===== src/rtl/clk_div_multi.sv =====
// Multi-channel programmable clock divider / tick generator.
// Each channel counts system clocks up to a runtime-loadable half-period D
// and, at every wrap, emits a one-cycle tick and either toggles its divided
// clock (clock mode) or pulses it (pulse mode). Divisor and mode updates to a
// running channel are held in a shadow register and applied at the next wrap,
// so the output never sees a truncated or stretched half-period.
module clk_div_multi #(
   parameter int                NUM_CH      = 4,
   parameter int                CNT_W       = 16,
   parameter logic [CNT_W-1:0]  DEFAULT_DIV = CNT_W'(21),
   localparam int               CH_W        = (NUM_CH > 1) ? $clog2(NUM_CH) : 1
) (
   input  logic              clk,
   input  logic              rst,
   input  logic [NUM_CH-1:0] en,
   input  logic              wr_en,
   input  logic [CH_W-1:0]   wr_ch,
   input  logic [CNT_W-1:0]  wr_div,
   input  logic              wr_mode,
   input  logic              sync,
   output logic [NUM_CH-1:0] clk_out,
   output logic [NUM_CH-1:0] tick,
   output logic [NUM_CH-1:0] pend
);

   localparam logic [CNT_W-1:0] ONE = CNT_W'(1);

   for (genvar i = 0; i < NUM_CH; i++) begin : g_ch
      logic [CNT_W-1:0] cnt;
      logic [CNT_W-1:0] div_act;
      logic [CNT_W-1:0] div_sh;
      logic             mode_act;
      logic             mode_sh;
      logic             pend_q;
      logic             clk_q;
      logic             tick_q;

      logic [CNT_W-1:0] d_eff;
      logic             hit;
      logic             restart;
      logic             wrap;
      logic             do_apply;
      logic [CNT_W-1:0] nxt_div;
      logic             nxt_mode;

      // Decode wrap/restart and pick which divisor/mode (fresh write or shadow) gets applied.
      // Out-of-range channel numbers match no channel, so such writes simply vanish.
      always_comb begin
         d_eff    = (div_act == '0) ? ONE : div_act;
         hit      = wr_en && (int'(wr_ch) == i);
         restart  = sync || !en[i];
         wrap     = !restart && (cnt >= d_eff - ONE);
         do_apply = 1'b0;
         nxt_div  = div_sh;
         nxt_mode = mode_sh;
         if (hit) begin
            nxt_div  = wr_div;
            nxt_mode = wr_mode;
            do_apply = restart || wrap;
         end else if (pend_q) begin
            do_apply = restart || wrap;
         end
      end

      // Channel state: counter, active/shadow divisor, registered clock and tick outputs.
      always_ff @(posedge clk or posedge rst) begin
         if (rst) begin
            cnt      <= '0;
            div_act  <= DEFAULT_DIV;
            div_sh   <= '0;
            mode_act <= 1'b0;
            mode_sh  <= 1'b0;
            pend_q   <= 1'b0;
            clk_q    <= 1'b0;
            tick_q   <= 1'b0;
         end else begin
            // A write landing on a wrap or restart goes straight to the active
            // registers; otherwise a running channel parks it in the shadow.
            if (do_apply) begin
               div_act  <= nxt_div;
               mode_act <= nxt_mode;
               pend_q   <= 1'b0;
            end else if (hit) begin
               div_sh  <= wr_div;
               mode_sh <= wr_mode;
               pend_q  <= 1'b1;
            end

            if (restart) begin
               cnt    <= '0;
               clk_q  <= 1'b0;
               tick_q <= 1'b0;
            end else if (wrap) begin
               // The wrap itself always uses the old divisor; a mode change
               // starts the new mode from a low output.
               cnt    <= '0;
               tick_q <= 1'b1;
               if (do_apply && (nxt_mode != mode_act)) begin
                  clk_q <= 1'b0;
               end else if (mode_act) begin
                  clk_q <= 1'b1;
               end else begin
                  clk_q <= ~clk_q;
               end
            end else begin
               cnt    <= cnt + ONE;
               tick_q <= 1'b0;
               if (mode_act) begin
                  clk_q <= 1'b0;
               end
            end
         end
      end

      assign clk_out[i] = clk_q;
      assign tick[i]    = tick_q;
      assign pend[i]    = pend_q;
   end

endmodule


===== config.mk =====
export PLATFORM = sky130hd
export DESIGN_NAME = clk_div_multi
export DESIGN_NICKNAME = d
export VERILOG_FILES = /design/src/rtl/clk_div_multi.sv
export SDC_FILE = /design/constraint.sdc
export NUM_CORES = 1
export LEC_CHECK = 0
export BUFFER_PORTS_ARGS = -buffer_cell sky130_fd_sc_hd__clkbuf_2
export CELL_PAD_IN_SITES_DETAIL_PLACEMENT = 0
export CELL_PAD_IN_SITES_GLOBAL_PLACEMENT = 1
export CORE_AREA = 2 2 230 176
export CTS_BUF_LIST = sky130_fd_sc_hd__clkbuf_2 sky130_fd_sc_hd__clkbuf_4 sky130_fd_sc_hd__clkbuf_8
export DETAILED_ROUTE_END_ITERATION = 12
export DIE_AREA = 0 0 232 178
export GPL_TIMING_DRIVEN = 0
export PLACE_DENSITY_LB_ADDON = 0.1
export SYNTH_ARGS = -nofsm -noshare
export SYNTH_HDL_FRONTEND = slang
export SYNTH_SLANG_ARGS = --single-unit

===== constraint.sdc =====
create_clock -name clk -period 7.86 [get_ports clk]
set_clock_uncertainty 0.2 [all_clocks]
set_input_delay 1.572 -clock clk [delete_from_list [all_inputs] [get_ports clk]]
set_output_delay 1.572 -clock clk [all_outputs]
set_load 0.01 [all_outputs]

# Yosys cells after proc, flatten, opt, wreduce, memory -nomap -nowiden
# Index checks and enable logic that the tools add are counted.
# word_totals
output_inout_bits,12
ff_bits,212
# classes
eq_ne,7
reduce_logical,41
addsub,8
mux,64
bitwise,4
order_cmp,4
# ops
op,n
$mux 16,16
$add 16x1->16 const B,4
$ge 16x16->1,4
$logic_not 16->1,4
$sub 16x1->16 const B,4
$mux 1,48
$logic_and 1x1->1,12
$reduce_bool 3->1,4
$logic_not 1->1,8
$logic_or 1x1->1,8
$reduce_bool 2->1,4
$eq 2x2->1 const B,2
$ne 1x1->1,4
$not 1->1,4
$eq 2x1->1 const B,1
$logic_not 2->1,1

# Depth between registers and ports, before layout
# Gate-level depths: netlist of run 1.
# logic_depth
ltp_word,12
mapped_depth,20
depth_no_buf,18

# Worst setup path before layout of run 1
# OpenSTA, ideal clock, no wires.
# synth_timing
path_kind,register -> register
from,register g_ch[1].div_act[0]
to,register g_ch[1].div_sh[0]
stages_incl_launch_ff,20
path_buffers,1
setup_time_ps,125
setup_slack_ps,3108
t_arrival_ps,4427
path_cell_list,dfstp_2 > or3_1 > or2_1 > or4_1 > nor3_1 > nor2_1 > ha_1 > nor3b_1 > nand2_1 > or2_2 > nor3_1 > xnor2_1 > ha_1 > nand4_1 > or3_1 > nor4_2 > nor3_4 > nand2_4 > buf_4 > mux2_2
# synth_between
elab_chain_cells,8
# synth_rtl
item,line_no,source
from (decl),30,logic [CNT_W-1:0] div_act;
from (signal assigned),80,div_act <= nxt_div;
$logic_not 16->1,49,d_eff = (div_act == '0) ? ONE : div_act;
$mux 16 *,49,
$sub 16x1->16 *,52,wrap = !restart && (cnt >= d_eff - ONE);
$ge 16x16->1 *,52,
$logic_and 1x1->1 *,52,
$logic_or 1x1->1 *,"59, 61",
$mux 1,60,end else if (pend_q) begin
$mux 1 *,56,if (hit) begin
to (signal assigned),84,div_sh <= wr_div;
to (decl),31,logic [CNT_W-1:0] div_sh;
# Every way passes the cells marked *; elsewhere a longest branch is shown, timed or not.
# A chain may end at the register's enable or synchronous reset.

# Worst setup path after layout of run 1
# layout_timing
from,register g_ch[1].div_act[7]
to,register g_ch[1].div_sh[1]
# Same word-level chain as after synthesis.

==> results of run 1 <==
## how the worst max path moves through the flow
stage                     slack (ps)                 to          startpoint  cells after the start
final                           2080  g_ch[1].div_sh[1]  g_ch[1].div_act[7]                     19
after global routing            1580  g_ch[1].div_sh[4]  g_ch[1].div_act[7]                     19
after CTS                       2030  g_ch[1].div_sh[2]  g_ch[1].div_act[7]                     19
after detailed placement        2050  g_ch[1].div_sh[2]  g_ch[1].div_act[7]                     19
after global placement         -2950     g_ch[0].cnt[6]                 rst                      2
after floorplan                  310      g_ch[0].clk_q                 rst                      1
## placed cells by master (no fill, tap or decap), drive strengths merged, types with 6 or more instances in the layout
cell / n
a2bb2oi: 32
or3: 19
and2: 7
and3: 21
nor4: 13
inv: 25
xor2: 40
o22ai: 36
nand4: 6
nand2b: 11
nand2: 58
o2bb2ai: 34
dfstp: 12
mux2: 70
nand3: 27
dfrtp: 200
a22oi: 35
o21ai: 29
nor2b: 6
or4: 11
nor3: 19
xnor2: 55
ha: 72
buf: 26
o21a: 6
nor2: 100
a21oi: 40
clkbuf: 131
## worst reg2reg max path, delay by kind of cell (launching register included)
kind / cells / cell delay (ps)
XOR/XNOR: 1 / 120
adder cells (fa/ha/maj): 2 / 520
buffers and inverters: 1 / 220
flip-flops: 1 / 440
multiplexers: 1 / 350
AND/OR/NAND/NOR: 14 / 3810
## metrics by stage
| step | hold slack (ps) | instances | setup WS (ps) | util |
|---|---|---|---|---|
| 2_1_floorplan | 267 | 1083 | 314 | - |
| 3_3_place_gp | 285 | 1641 | -2950 | 0.319 |
| 3_5_place_dp | 294 | 1642 | 2050 | 0.320 |
| 4_1_cts | 302 | 1713 | 2030 | 0.342 |
| 5_1_grt | 304 | 1713 | 1580 | 0.342 |
| 6_report | 301 | 1716 | 2080 | 0.342 |
## sequential cells by signal, summed over array words and instances (netlist names)
name           cells
g_ch.clk_q         4
g_ch.tick_q        4
g_ch.cnt          64
g_ch.pend_q        4
g_ch.mode_sh       4
g_ch.div_act      64
g_ch.mode_act      4
g_ch.div_sh       64
## logic make-up (layout without fill, tap and decap cells)
family                   after synthesis  after routing
adder cells (fa/ha/maj)               72             72
XOR/XNOR                              95             95
other                                  0              3
AO/OA/AOI/OAI                        245            245
buffers and inverters                 75            185
flip-flops                           212            212
multiplexers                          70             70
AND/OR/NAND/NOR                      314            314
## metal layers
metal  track usage  up-vias  part of all wire
met5             0        -                 0
met4        0.0382        0             0.018
met3        0.0270       38             0.045
met2         0.197      103              0.37
met1         0.250     4056              0.56
li1              -     4145                 -
## where the power goes
group	switching [mW]	total (mW)	internal (mW)
combinational	0.267	0.551	0.284
clock	0.493	1.18	0.686
sequential	0.145	1.41	1.26
total	0.905	3.14	2.23
## cell type report
| type | count | area, um2 | share of cell area |
|---|---|---|---|
| timing repair buffer | 39 | 218 | 0.0163 |
| clock inverter | 3 | 15.0 | 0.00112 |
| sequential | 212 | 5320 | 0.398 |
| tap | 520 | 651 | 0.0487 |
| buffer | 50 | 279 | 0.0209 |
| inverter | 25 | 101 | 0.00759 |
| multi-input combinational | 796 | 5900 | 0.442 |
| clock buffer | 68 | 861 | 0.0645 |
| antenna | 3 | 7.51 | 0.000562 |
==> impl_metrics.ini, run 1 <==
[status]
status = complete, no violations

[clock_network]
clockBufferDepth = 3
cts-buffers-inserted = 40
hold_buffers = 0
cts_tree = yes
postCtsSetupBuffers = 0
h-tree-depth = 2
worst_skew_pair.late_latency_ps = 560
clock_sinks = 212
clk_pin_slew_ps = 70
cts_resized = 0
cts-root-buf = clkbuf_8

[floorplan]
rows = 63
core_um2 = 39000
dieWidth_um = 232
die_area_um2 = 41300
num_io_pins = 39
dieHeight_um = 178
initial_core_util = 0.297

[cells_and_area]
area_growth_pct = 15.2
postLayoutCellArea_um2 = 13400
drive_gt1_frac = 0.198
fillers = 4003
layout.nets = 1263

[worst_setup_path]
cp_cell_sequence = or4_1, nor4_1, nand2b_1, nor3_1, nor2_1, ha_1, nor3b_1, nand2_1, or2_2, nor2b_1, xnor2_1, ha_1, nand4_1, or3_1, nor4_2, nor3_4, nand2_4, buf_4, mux2_2
cp.arrival_ps = 6010
crit_required_ps = 8090
crit_buf_inv = 1
worstReg2RegStart = g_ch[1].div_act[7]
rrSetupSlack_ps = 2080
crit_path_frequent_cell = ha_1
r2r_end = g_ch[1].div_sh[1]
slowest_stage = nor4_2
crit_family = simple AND/OR/NAND/NOR gates
startpoint_type = flop
reg2reg_depth = 19
crit_type = reg -> reg
endpoint_kind = flop
cpPeakStageDelay_ps = 630
crit_fanout = 10

[synth]
ys_ff_latch = 212
yosysTopAreaCellShare = 0.432
synth-async-reset-ratio = 1.00
synth.most_common_cell = dfrtp_1
yosys.cell_types.count = 69
synth_mux_area_frac = 0.0712
synth-edff-count = 0
avgSynthCellArea_um2 = 10.7
yosys_warnings = 0
yosysSeqAreaShare = 0.459
synthAdderAreaFrac = 0.0777
synth_nets = 1182
synth-xor-area-share = 0.0718
yosys-top-cells-area = dfrtp_1 (43%), ha_1 (7.8%), mux2_2 (5.8%)
syn_area_um2 = 11600
synth_top_family_by_area = compound AO/OA/AOI/OAI gates
synthCells = 1083
synth-simple-area-share = 0.137
synth_top_cell_by_area = dfrtp_1
yosys-top-cells-count = dfrtp_1 (200), nor2_1 (100), ha_1 (72)
ys.flop_type = dfrtp_1
synth_compound_area_frac = 0.151

[power]
power_mw = 3.14
power_density_nw_per_um2 = 235
peakVddDrop_mv = 0.110
power.leakage_nw = 5.69

[detailed_routing]
dr_total_vias = 8342
wl_per_cell_um = 17.5
drc = 0
dr.pass1.iters = 5
drtAntennaViolNets = 0
viasPerCell = 4.86
drtIter0Drc = 514
wirelength_um = 30000

[sta]
period_minus_slack_ps = 5780
relSlewSlack = 0.416
final_hold_viol_count = 0
rsz0062_at_grt = no
setup_viol = 0
finalCritPeriodShare = 0.736
finalSetupTns_ps = 0
fmax_ghz = 0.173
drv_slew = 0
max_slew.worst_pin.slew_ps = 876

[global_route]
track_usage = 0.152
grt_start_max_net_pins = 116
grt_pass1_vias = 8390
gr-total-overflow = 0
grt_pass1_wl_um = 48900
antenna_found_initial = 0

[place]
io_buffer_count = 38
placed_area_um2 = 12500
place_congestion = 0.741
post-dp-hpwl_um = 21300

[hold_path]
hold_path_class = reg -> reg
min_to = g_ch[1].div_act[0]
hold_depth = 1
min-delay-start = g_ch[1].div_act[0]

[flow_run]
cap_violations = 0
Note: power is estimated with default switching activity, not from simulation.
==> run 2: changes to the inputs <==
Settings changed: ABC_AREA set to 1, CORE_AREA 2 2 230 176 to 2 2 243 185, DIE_AREA 0 0 232 178 to 0 0 245 187.
Clock period 7.86 ns to 5.21 ns, I/O delays scaled along.
==> impl_metrics.ini, run 2 <==
[cells_and_area]
final_cell_mix = nand2_1 (597), inv_1 (209), dfrtp_1 (200)
layout.nets = 1906
postLayoutCellArea_um2 = 14900
drive_gt1_frac = 0.116
top_regs = g_ch.cnt (64), g_ch.div_act (64), g_ch.div_sh (64)
final_common_cell = nand2_1
fin_cells = 2425
fillers = 4691
area_growth_pct = 15.8
diodes = 0

[global_route]
grt_pass1_vias = 10614
gr-total-overflow = 0
track_usage = 0.166
grt_pass1_wl_um = 59800
grt_start_max_net_pins = 36
antenna_found_initial = 0

[place]
placed_area_um2 = 14000
dp_worst_setup_slack_ps = 1080
place_inst = 2350
post-dp-hpwl_um = 28000
io_buffer_count = 38
place_congestion = 0.761

[power]
peakVddDrop_mv = 0.177
power.leakage_nw = 7.74
power_density_nw_per_um2 = 395
power_mw = 5.89

[floorplan]
dieWidth_um = 245
dieHeight_um = 187
die_area_um2 = 45800
core_um2 = 43800
rows = 67
num_io_pins = 39
initial_core_util = 0.294

[worst_setup_path]
endpoint_kind = flop
crit_type = reg -> reg
worstReg2RegStart = g_ch[0].div_act[9]
r2r_end = g_ch[0].div_sh[9]
rrSetupSlack_ps = 1100
startpoint_type = flop
crit_fanout = 10
cp.arrival_ps = 4360
crit_required_ps = 5460
reg2reg_depth = 23

[detailed_routing]
viasPerCell = 4.48
drtIter0Drc = 589
drc = 0
wirelength_um = 37000
dr.pass1.iters = 5
wl_per_cell_um = 15.2
drtAntennaViolNets = 0
dr_total_vias = 10864

[synth]
yosys.cell_types.count = 43
synth_nets = 1818
synth-edff-count = 0
avgSynthCellArea_um2 = 7.50
ys.flop_type = dfrtp_1
syn_area_um2 = 12900
yosysTopAreaCellShare = 0.388
ys_ff_latch = 212
yosys-top-cells-area = dfrtp_1 (39%), nand2_1 (17%), ha_1 (7.0%)
synth_top_cell_by_area = dfrtp_1
yosys-top-cells-count = nand2_1 (597), inv_1 (210), dfrtp_1 (200)
synthCells = 1719
yosysSeqAreaShare = 0.413
yosys_warnings = 0
synth-async-reset-ratio = 1.00
synth.most_common_cell = nand2_1

[hold_path]
min-delay-start = g_ch[1].cnt[0]
hold_path_class = reg -> reg
min_to = g_ch[1].cnt[0]
hold_depth = 1

[sta]
setup_ws_ps = 1100
whs_ps = 260
period_minus_slack_ps = 4110
setup_viol = 0
final_hold_viol_count = 0
finalCritPeriodShare = 0.789
relSlewSlack = 0.598
max_slew.worst_pin.slew_ps = 603
fmax_ghz = 0.243
drv_slew = 0
rsz0062_at_grt = no

[clock_network]
postCtsSetupBuffers = 0
clockBufferDepth = 3
cts_tree = yes
h-tree-depth = 2
clk_pin_slew_ps = 60
hold_buffers = 0
clock_sinks = 212
worst_skew_pair.late_latency_ps = 570
cts_resized = 0
cts-buffers-inserted = 41
cts-root-buf = clkbuf_8

[flow_run]
cap_violations = 0

[status]
status = complete, no violations
-- run 2: cell count changes in the layout (fill, tap and decap cells not counted), sizes merged, moves of 36 or more --
cell   previous run  this run
nand2            58       602
o22ai            36         0
mux2             70         0
inv              25       213
o21a              6        50
o21ai            29        89
nor2            100       172
-- run 2: per-stage QoR --
| step | setup TNS (ps) | util |
|---|---|---|
| after floorplan | 0 | - |
| after global placement | -137180 | 0.315 |
| after detailed placement | 0 | 0.318 |
| after CTS | 0 | 0.340 |
| after global routing | 0 | 0.340 |
| final | 0 | 0.340 |
-- run 2: where the power goes --
part | internal (mW) | total (mW) | switching, mW
Clock | 1.17 | 1.96 | 0.782
Combinational | 0.692 | 1.75 | 1.06
Sequential | 1.93 | 2.18 | 0.250
-- run 2: worst max path at each step --
stage,slack [ps],from,endpoint
5_1_grt,620,g_ch[0].div_act[9],g_ch[0].div_sh[9]
4_1_cts,1050,g_ch[0].div_act[9],g_ch[0].div_sh[3]
6_report,1100,g_ch[0].div_act[9],g_ch[0].div_sh[9]
2_1_floorplan,1220,rst,g_ch[0].clk_q
3_5_place_dp,1080,g_ch[0].div_act[9],g_ch[0].div_sh[3]
3_3_place_gp,-730,rst,g_ch[1].cnt[0]
-- run 2: area by class of cell --
class | count | area [um2] | share of cell area
clock inverter | 3 | 67.6 | 0.00453
timing repair buffer | 45 | 330 | 0.0221
sequential | 212 | 5320 | 0.356
tap | 586 | 733 | 0.0491
clock buffer | 72 | 897 | 0.0601
inverter | 214 | 817 | 0.0547
multi-input combinational | 1241 | 6390 | 0.428
buffer | 52 | 365 | 0.0245
-- run 2: metal layers --
layer / share of wire / up-vias / GRT usage
li1: - / 5580 / -
met1: 0.55 / 5078 / 0.260
met2: 0.39 / 162 / 0.231
met3: 0.042 / 44 / 0.0293
met4: 0.018 / 0 / 0.0389
met5: 0 / - / 0
-- run 2: logic make-up (layout without fill, tap and decap cells) --
family | after synthesis | after routing | share of synthesized area
DFF | 212 | 212 | 0.413
adders and majority gates | 72 | 72 | 0.0699
and+or+nand+nor | 910 | 910 | 0.290
buffers and inverters | 266 | 386 | 0.0914
xor gates and xnor gates | 69 | 69 | 0.0469
AOI/OAI and AO/OA | 190 | 190 | 0.0887
-- run 2: worst max-delay path: stages, from the launching register on --
cell and delay, ps:
dfrtp_1 440, nor2_1 200, nand2_1 100, nor4_1 390, nand3_1 260, nand2_1 110, inv_1 100, ha_1 250
nand2_1 130, nor2_2 80, nand3_1 130, nor3_1 70, xor2_1 130, inv_1 60, ha_1 270, nand2_1 100
o21ai_0 100, a21oi_1 170, nand3_1 120, nand2_1 180, inv_2 140, buf_6 170, nand2_1 60, nand2_1 50
==> run 3: changes to the inputs <==
Clock period 5.21 ns to 3.4 ns, I/O delays scaled along.
==> impl_metrics.ini, run 3 (synthesis results as in run 2) <==
[hold_path]
hold_path_class = reg -> reg

[sta]
fmax_ghz = 0.286
relSlewSlack = 0.509
final_hold_viol_count = 0
period_minus_slack_ps = 3490
setup_ws_ps = -90.7
rsz0062_at_grt = yes
finalCritPeriodShare = 1.03
max_slew.worst_pin.slew_ps = 729
setup_viol = 65
drv_slew = 0

[power]
switching_share = 0.370
power.leakage_nw = 8.89
pwr-share-clk = 0.287
power_mw = 10.5
sequentialPowerShare = 0.326
switchingPower_mw = 3.87
power_frac_comb = 0.387
power_density_nw_per_um2 = 593
internal_power_mw = 6.59
peakVddDrop_mv = 0.268

[global_route]
gr-total-overflow = 0
track_usage = 0.171
antenna_found_initial = 0
grt_pass1_wl_um = 61700
grt_start_max_net_pins = 36
grt_pass1_vias = 11058

[worst_setup_path]
startpoint_type = flop
r2r_end = g_ch[2].div_act[1]
cp.arrival_ps = 3740
endpoint_kind = flop
crit_fanout = 6
reg2reg_depth = 19
crit_required_ps = 3650
crit_type = reg -> reg
rrSetupSlack_ps = -90
crit_path_frequent_cell = buf_4
cp_cell_sequence = nor2_4, nand3_2, buf_4, buf_6, buf_4, buf_4, a31oi_4, nand3_2, buf_4, o21ai_2, ha_1, a21oi_2, o21ai_4, a21oi_4, nand3_4, buf_12, nand2_8, clkbuf_16, o21ai_1
cpPeakStageDelay_ps = 410
cp-startpoint = g_ch[2].div_act[3]
crit_end = g_ch[2].div_act[1]
worstReg2RegStart = g_ch[2].div_act[3]
slowest_stage = dfrtp_1

[cells_and_area]
drive_gt1_frac = 0.302
top_regs = g_ch.cnt (64), g_ch.div_act (64), g_ch.div_sh (64)
diodes = 0
fillers = 4496
multi_input_area_um2 = 7630
area_growth_pct = 36.9
layout.nets = 2020
utilization = 0.402
final_cell_mix = nand2_1 (469), inv_1 (193), dfrtp_1 (187)
seqCellArea_um2 = 5340
final_common_cell = nand2_1

[floorplan]
core_um2 = 43800
dieHeight_um = 187
die_area_um2 = 45800
num_io_pins = 39
rows = 67
initial_core_util = 0.294
dieWidth_um = 245

[flow_run]
cap_violations = 0

[detailed_routing]
drtIter0Drc = 549
dr.pass1.iters = 4
viasPerCell = 4.56
dr_total_vias = 11571
wl_per_cell_um = 16.0
drtAntennaViolNets = 0
wirelength_um = 40600
drc = 0

[status]
violations = setup timing
status = finished with violations

[clock_network]
clk_pin_slew_ps = 60
cts-buffers-inserted = 41
cts_tree = yes
clock_sinks = 212
cts-root-buf = clkbuf_8
h-tree-depth = 2
clockBufferDepth = 3
worst_skew_pair.late_latency_ps = 570

[place]
io_buffer_count = 38
place_congestion = 0.761
post-dp-hpwl_um = 28000
## run 3: changes by cell type in the layout (fill, tap and decap cells not counted), sizes merged
| cell | previous run | this run |
|---|---|---|
| dlygate4sd3 | 0 | 1 |
| clkbuf | 114 | 128 |
| clkinv | 0 | 2 |
| nand2 | 602 | 603 |
| inv | 213 | 212 |
| nor2 | 172 | 173 |
| buf | 55 | 151 |
## run 3: worst min path at each step
stage,startpoint,endpoint,slack [ps],cells after the start
floorplan,g_ch[1].cnt[0],g_ch[1].cnt[0],230,1
global placement,g_ch[3].cnt[0],g_ch[3].cnt[0],250,1
detailed placement,g_ch[1].cnt[0],g_ch[1].cnt[0],260,1
CTS,en[3],g_ch[3].tick_q,230,5
global route,g_ch[3].cnt[0],g_ch[3].cnt[0],270,1
finish,g_ch[1].cnt[0],g_ch[1].cnt[0],260,1
## run 3: per-layer routing
layer	track usage	up-vias	part of all wire
met4	0.0396	0	0.017
met5	0	-	0
met2	0.242	144	0.40
met3	0.0293	47	0.037
li1	-	5829	-
met1	0.267	5551	0.55
## run 3: final cells by class
| type | instances | area share |
|---|---|---|
| repair inverters | 1 | 0.000638 |
| clock inverters | 3 | 0.00383 |
| multi-input cells | 1243 | 0.432 |
| repair buffers | 158 | 0.0883 |
| inverters | 214 | 0.0483 |
| plain buffers | 50 | 0.0318 |
| well taps | 586 | 0.0416 |
| clock buffers | 72 | 0.0508 |
| flip-flops and latches | 212 | 0.302 |
## run 3: stage by stage
| step | setup TNS (ps) | hold WS (ps) | area [um2] | worst slack (ps) | cells |
|---|---|---|---|---|---|
| after floorplan | -45280 | 232 | 12900 | -226 | 1719 |
| after global placement | -532630 | 247 | 13800 | -2170 | 2343 |
| after detailed placement | -95700 | 256 | 14000 | -731 | 2350 |
| after CTS | -3460 | 231 | 15900 | -91.3 | 2490 |
| after global routing | -29760 | 274 | 17600 | -296 | 2539 |
| final | -2970 | 257 | 17600 | -90.7 | 2539 |
## run 3: timing repair
item                       in CTS  in global routing
resized for setup             139                312
buffers inserted               64                 39
pin swaps                      51                114
setup endpoints to repair     211                211
hold buffers                    1                  0
gates cloned                    1                 17
hold endpoints to repair       20                  0
## run 3: critical path: cells and delay by family (launching register included)
family / cells / cell delay [ps]
DFF: 1 / 410
AOI/OAI and AO/OA: 6 / 830
buffers and inverters: 7 / 1000
and+or+nand+nor: 5 / 580
adders and majority gates: 1 / 330
## run 3: power groups by stage
stage | combinational (mW) | sequential [mW] | clock (mW)
after floorplan | 2.12 | 3.27 | 0
after global placement | 2.66 | 3.39 | 0
after detailed placement | 2.72 | 3.38 | 0
after CTS | 3.33 | 3.34 | 3.12
after global routing | 4.57 | 3.47 | 3.24
final | 4.05 | 3.41 | 3.01
